===== src/rtl/calc_op_unit.sv =====
// rtl/calc_op_unit.sv - multi-cycle signed 8-bit add/sub/mul/div unit with per-op result lanes
// Optional feature macro CALC_SAT_EN: overflowing results saturate to 0x7F/0x80 instead of wrapping.
module calc_op_unit (
    input  logic       clk,
    input  logic       rst,
    input  logic       start,
    input  logic [1:0] op,
    input  logic [7:0] a,
    input  logic [7:0] b,
    output logic       busy,
    output logic       done,
    output logic [7:0] add_y,
    output logic [7:0] sub_y,
    output logic [7:0] mul_y,
    output logic [7:0] div_y,
    output logic       ovf,
    output logic       dbz
);

    typedef enum logic [1:0] {
        S_IDLE = 2'd0,
        S_ITER = 2'd1,
        S_SIGN = 2'd2,
        S_DONE = 2'd3
    } state_t;

    localparam logic [1:0] OP_ADD = 2'd0;
    localparam logic [1:0] OP_SUB = 2'd1;
    localparam logic [1:0] OP_MUL = 2'd2;
    localparam logic [1:0] OP_DIV = 2'd3;

    state_t      r_state;
    state_t      w_next;

    logic [1:0]  r_op;
    logic [7:0]  r_a;
    logic [7:0]  r_b;
    logic [7:0]  r_mag_a;
    logic [7:0]  r_mag_b;
    logic [2:0]  r_cnt;
    logic [15:0] r_prod;
    logic [7:0]  r_dvd;
    logic [7:0]  r_rem;
    logic [7:0]  r_quo;
    logic [7:0]  r_add_y;
    logic [7:0]  r_sub_y;
    logic [7:0]  r_mul_y;
    logic [7:0]  r_div_y;
    logic        r_ovf;
    logic        r_dbz;

    logic [7:0]  w_mag_a;
    logic [7:0]  w_mag_b;
    logic [15:0] w_pp;
    logic [8:0]  w_rem_sh;
    logic [8:0]  w_rem_sub;
    logic        w_neg;
    logic [7:0]  w_sum;
    logic [7:0]  w_diff;
    logic [15:0] w_prod_s;
    logic [7:0]  w_quo_s;
    logic [7:0]  w_res;
    logic        w_ovf;
    logic        w_true_neg;
    logic        w_dbz;
    logic [7:0]  w_lane;

    // Operand magnitudes; |-128| = 0x80 is exact as an unsigned 8-bit value.
    assign w_mag_a = a[7] ? (~a + 8'd1) : a;
    assign w_mag_b = b[7] ? (~b + 8'd1) : b;

    assign w_pp      = r_mag_b[r_cnt] ? ({8'd0, r_mag_a} << r_cnt) : 16'd0;
    assign w_rem_sh  = {r_rem, r_dvd[7]};
    assign w_rem_sub = w_rem_sh - {1'b0, r_mag_b};

    assign w_neg    = r_a[7] ^ r_b[7];
    assign w_sum    = r_a + r_b;
    assign w_diff   = r_a - r_b;
    assign w_prod_s = w_neg ? (~r_prod + 16'd1) : r_prod;
    assign w_quo_s  = w_neg ? (~r_quo + 8'd1) : r_quo;
    assign w_dbz    = (r_op == OP_DIV) && (r_b == 8'd0);

    always_comb begin
        w_res      = 8'd0;
        w_ovf      = 1'b0;
        w_true_neg = 1'b0;
        case (r_op)
            OP_ADD: begin
                w_res      = w_sum;
                w_ovf      = (r_a[7] == r_b[7]) && (w_sum[7] != r_a[7]);
                w_true_neg = r_a[7];
            end
            OP_SUB: begin
                w_res      = w_diff;
                w_ovf      = (r_a[7] != r_b[7]) && (w_diff[7] != r_a[7]);
                w_true_neg = r_a[7];
            end
            OP_MUL: begin
                w_res      = w_prod_s[7:0];
                w_ovf      = (w_prod_s[15:7] != {9{w_prod_s[15]}});
                w_true_neg = w_neg && (r_prod != 16'd0);
            end
            default: begin
                w_res      = w_dbz ? 8'd0 : w_quo_s;
                w_ovf      = (r_a == 8'h80) && (r_b == 8'hFF);
                w_true_neg = w_neg;
            end
        endcase
    end

`ifdef CALC_SAT_EN
    assign w_lane = w_ovf ? (w_true_neg ? 8'h80 : 8'h7F) : w_res;
`else
    assign w_lane = w_res;
`endif

    always_ff @(posedge clk) begin
        if (rst) begin
            r_state <= S_IDLE;
        end else begin
            r_state <= w_next;
        end
    end

    always_comb begin
        w_next = r_state;
        case (r_state)
            S_IDLE: begin
                if (start) begin
                    w_next = op[1] ? S_ITER : S_SIGN;
                end
            end
            S_ITER: begin
                if (r_cnt == 3'd7) begin
                    w_next = S_SIGN;
                end
            end
            S_SIGN:  w_next = S_DONE;
            S_DONE:  w_next = S_IDLE;
            default: w_next = S_IDLE;
        endcase
    end

    always_ff @(posedge clk) begin
        if (rst) begin
            r_op    <= 2'd0;
            r_a     <= 8'd0;
            r_b     <= 8'd0;
            r_mag_a <= 8'd0;
            r_mag_b <= 8'd0;
            r_cnt   <= 3'd0;
            r_prod  <= 16'd0;
            r_dvd   <= 8'd0;
            r_rem   <= 8'd0;
            r_quo   <= 8'd0;
            r_add_y <= 8'd0;
            r_sub_y <= 8'd0;
            r_mul_y <= 8'd0;
            r_div_y <= 8'd0;
            r_ovf   <= 1'b0;
            r_dbz   <= 1'b0;
        end else begin
            case (r_state)
                S_IDLE: begin
                    if (start) begin
                        r_op    <= op;
                        r_a     <= a;
                        r_b     <= b;
                        r_mag_a <= w_mag_a;
                        r_mag_b <= w_mag_b;
                        r_cnt   <= 3'd0;
                        r_prod  <= 16'd0;
                        r_dvd   <= w_mag_a;
                        r_rem   <= 8'd0;
                        r_quo   <= 8'd0;
                        r_add_y <= 8'd0;
                        r_sub_y <= 8'd0;
                        r_mul_y <= 8'd0;
                        r_div_y <= 8'd0;
                        r_ovf   <= 1'b0;
                        r_dbz   <= 1'b0;
                    end
                end
                S_ITER: begin
                    r_cnt <= r_cnt + 3'd1;
                    if (r_op == OP_MUL) begin
                        r_prod <= r_prod + w_pp;
                    end else begin
                        // Restoring division, dividend consumed MSB first.
                        r_dvd <= {r_dvd[6:0], 1'b0};
                        if (w_rem_sh >= {1'b0, r_mag_b}) begin
                            r_rem <= w_rem_sub[7:0];
                            r_quo <= {r_quo[6:0], 1'b1};
                        end else begin
                            r_rem <= w_rem_sh[7:0];
                            r_quo <= {r_quo[6:0], 1'b0};
                        end
                    end
                end
                S_SIGN: begin
                    r_ovf <= w_ovf;
                    r_dbz <= w_dbz;
                    case (r_op)
                        OP_ADD:  r_add_y <= w_lane;
                        OP_SUB:  r_sub_y <= w_lane;
                        OP_MUL:  r_mul_y <= w_lane;
                        default: r_div_y <= w_lane;
                    endcase
                end
                default: begin
                end
            endcase
        end
    end

    assign busy  = (r_state != S_IDLE);
    assign done  = (r_state == S_DONE);
    assign add_y = r_add_y;
    assign sub_y = r_sub_y;
    assign mul_y = r_mul_y;
    assign div_y = r_div_y;
    assign ovf   = r_ovf;
    assign dbz   = r_dbz;

endmodule

===== config.mk =====
export PLATFORM = sky130hd
export DESIGN_NAME = calc_op_unit
export DESIGN_NICKNAME = d
export VERILOG_FILES = /design/src/rtl/calc_op_unit.sv
export SDC_FILE = /design/constraint.sdc
export NUM_CORES = 1
export LEC_CHECK = 0
export ABC_AREA = 1
export BUFFER_PORTS_ARGS = -buffer_cell sky130_fd_sc_hd__clkbuf_2
export CORE_ASPECT_RATIO = 1.2
export CORE_UTILIZATION = 40
export CTS_BUF_LIST = sky130_fd_sc_hd__clkbuf_4
export CTS_CLUSTER_SIZE = 8
export DETAILED_ROUTE_END_ITERATION = 10
export HOLD_SLACK_MARGIN = 0.06
export PLACE_DENSITY = 0.63
export SETUP_SLACK_MARGIN = 0.4
export SYNTH_ARGS = -nofsm -noshare
export SYNTH_HDL_FRONTEND = slang
export SYNTH_SLANG_ARGS = --single-unit

===== constraint.sdc =====
create_clock -name clk -period 5 [get_ports clk]
set_clock_uncertainty 0.05 [all_clocks]
set_input_delay 0.5 -clock clk [delete_from_list [all_inputs] [get_ports clk]]
set_output_delay 0.5 -clock clk [all_outputs]
set_load 0.02 [all_outputs]

==> summary.md <==
| Metric | Value |
|---|---|
| Vias in the first global route | `about 6800` |
| CTS tree | `done` |
| Post-DP HPWL | `~16000 um` |
| Worst Hold Class | `input port to register` |
| Final hold slack | `roughly 200 ps` |
| RSZ-0062 raised after global routing | `no` |
| Slowest cell on crit path | `dfxtp_1` |
| Initial DRC Count | `roughly 430` |
| Register area share after synthesis | `0.301` |
| CP max FO | `23` |
| Final hold violations | `0` |
| Max-slew violations | `0` |
| Synth Area in Compound Gates | `0.235` |
| Post-Synth Simple-Gate Area | `0.246` |
| Leak Pwr | `around 3.7 nW` |
| Effective utilization at floorplan | `0.408` |
| Initial antenna violation count | `1` |
| Status | `completed` |
| Max Cap Viol | `0` |
| Layout Nets | `1229` |
| Flop-to-flop setup slack | `roughly 1400 ps` |
| Mapped Area | `about 7400 um2` |
| Fillers | `slightly below 2000` |
| CP max stage delay | `750 ps` |
| Critical Path AT | `about 3900 ps` |
| Skew-Pair Late Insertion Delay | `510 ps` |
| Main combinational cell family by area after synthesis | `simple AND/OR/NAND/NOR gates` |
| Worst-path clk slew | `~190 ps` |
| CTS buffer count | `9` |
| Worst R2R Path Depth | `17` |
| Total grt overflow | `0` |
| Period minus WS final | `roughly 3600 ps` |
| Multi-input combinational cell area | `about 4400 um2` |
| Hold EP | `r_b[0]` |
| Mapped Avg Cell Area | `6.56 um2` |
| Yosys reg bits | `111` |
| CTS Root Cell | `clkbuf_4` |
| Hold Path Depth | `3` |
| Vias per inst | `5.27` |
| CP Launch Type | `register` |
| GP Congestion | `between 0.8 and 0.9` |
| Required @ worst endpoint | `between 5000 and 6000 ps` |
| Worst rel slew slack | `0.245` |
| CTS Sinks | `111` |
| TNS Setup | `0 ps` |
| Largest net degree at the start of global routing | `between 50 and 60` |
| Ports | `57` |
| CP dominant cell by count | `a21oi_1` |
| Row cnt | `54` |
| Synthesized instance count | `approximately 1100` |
| Synthesis-to-layout area growth | `7.69%` |
| Max frequency | `between 0.2 and 0.3 GHz` |
| Pre-Repair DR Iteration Count | `6` |
| Yosys warns | `0` |
| Area leader, netlist | `dfxtp_1` |
| Kind of critical path | `register to register` |
| Critical-path cell list | `inv_1 -> a21oi_1 -> o21ai_0 -> nand2_1 -> nand2_1 -> nor4_1 -> ha_1 -> inv_1 -> fa_1 -> nand3b_1 -> nand2_1 -> a21oi_1 -> inv_1 -> a21oi_1 -> or2_2 -> nand3_1 -> a21oi_1` |
| Final setup vio count | `0` |
| End of the worst register-to-register path | `r_prod[10]` |
| Netlist cell types | `between 40 and 50` |
| R2r startpoint | `r_cnt[0]` |
| IO Port Bufs | `56` |
| PwrDens | `~460 nW/um2` |
| Core ar. | `around 18000 um2` |
| WL/cell | `roughly 15 um` |
| Slew @ Worst Pin | `roughly 1100 ps` |
| H-tree depth | `3` |
| Post-synthesis mux area share | `0` |
| Adder-Cell Fraction of Synth Area | `0.0922` |
| Commonest cells after routing, fill and taps aside | `nand2_1 (235), a21oi_1 (151), inv_1 (136)` |
| Top-area cell type share of the netlist area | `0.301` |
| Via Count | `~7300` |
| Final wirelength | `roughly 21000 um` |
| Synth Area in XOR/XNOR | `0.0273` |
| GR Util All Layers | `0.229` |
| Tcrit/Tclk final | `0.717` |
| Commonest non-fill, non-tap cell in the layout | `nand2_1` |
| Die area | `between 15000 and 20000 um2` |
| Postcts setup bufs | `0` |
| Global-route wire length before repair | `between 30000 and 40000 um` |
| Reg area | `about 2200 um2` |
| CTS max path bufs | `2` |
| Share of layout cells above drive strength 1 | `0.0853` |
| Hold Startpoint | `b[0]` |
| Antenna Nets Post-Route | `0` |
| DRC Markers | `0` |
| Width of the chip | `~130 um` |
| Die Ht | `151 um` |
| Main area contributors after synthesis | `dfxtp_1 (30%), nand2_1 (12%), a21oi_1 (10%)` |
| Resize count post-CTS | `0` |
| CP Capture Type | `register` |
| CTS hold repair buffers | `0` |
| Maximum VDD drop | `between 0.0002 and 0.0003 V` |
| Mapped Nets | `~1200` |
critical path: cells and delay by family, from the launching register on:
kind            cells  cell delay (ps)
flops               1              750
simple gates        7             1060
compound gates      5              570
fa+ha+maj           2              620
buf+inv             3              430
metal layers:
metal	GRT usage	wire length, um	vias to the layer above
li1	-	-	3799
met1	0.286	9670	3325
met2	0.399	10200	161
met3	0.0346	748	42
met4	0.0898	613	0
met5	0	0	-
synth_stat cells, drive strengths merged:
library cell	n
a211oi	3
a21boi	1
a21o	1
a21oi	151
a221oi	2
a31oi	6
a32o	1
and2	1
buf	15
clkbuf	25
dfxtp	111
fa	4
ha	48
inv	142
nand2	237
nand3	55
nand3b	2
nand4	8
nor2	99
nor3	17
nor3b	1
nor4	5
o2111ai	2
o211ai	15
o21a	1
o21ai	132
o21bai	3
o221ai	2
o22ai	1
o31ai	1
o32ai	1
or2	10
xnor2	4
xor2	19
how the worst max path moves through the flow:
stage	start	to	slack [ps]	depth (start not counted)
final	r_cnt[0]	r_prod[10]	1410	17
after floorplan	r_cnt[1]	r_prod[10]	2150	18
after global routing	r_cnt[0]	r_prod[14]	1060	20
after global placement	r_cnt[0]	r_prod[14]	1600	20
after detailed placement	r_cnt[0]	r_prod[14]	1470	20
after CTS	r_cnt[0]	r_prod[14]	1450	20
per-stage QoR:
| step | utilization | power (mW) | setup WS (ps) | std cells | area, um2 |
|---|---|---|---|---|---|
| floorplan | - | 2.68 | 2150 | 1126 | 7380 |
| global placement | 0.429 | 3.11 | 1600 | 1369 | 7770 |
| detailed placement | 0.429 | 3.14 | 1470 | 1369 | 7770 |
| CTS | 0.438 | 3.66 | 1450 | 1385 | 7940 |
| global route | 0.439 | 3.97 | 1060 | 1389 | 7950 |
| finish | 0.439 | 3.65 | 1410 | 1390 | 7950 |
sequential cells by signal, summed over array words and instances, names as in the netlist, 3 cells and up:
signal	flops
r_prod	16
add_y	8
div_y	8
mul_y	8
r_a	8
r_b	8
r_dvd	8
r_quo	8
r_rem	8
sub_y	8
r_mag_a	7
r_mag_b	7
r_cnt	3
report_power, final:
part           total [mW]  switching [mW]  internal, mW
combinational        1.87            1.29         0.583
clock               0.529           0.360         0.169
sequential           1.25           0.160          1.09
total                3.65            1.81          1.84
cells by family (layout without fill, tap and decap cells):
logic type      Yosys count  after routing
compound gates          323            323
simple gates            435            435
flops                   111            111
buf+inv                 182            217
other cells               0              5
fa+ha+maj                52             52
xor+xnor                 23             23
area by class of cell:
type	instances	area share
multi-input cells	833	0.558
flip-flops and latches	111	0.279
well taps	224	0.0352
diodes	5	0.00157
inverters	142	0.0670
clock inverters	7	0.0126
repair buffers	59	0.0381
clock buffers	9	0.00850
Note: power is estimated with default switching activity, not from simulation.
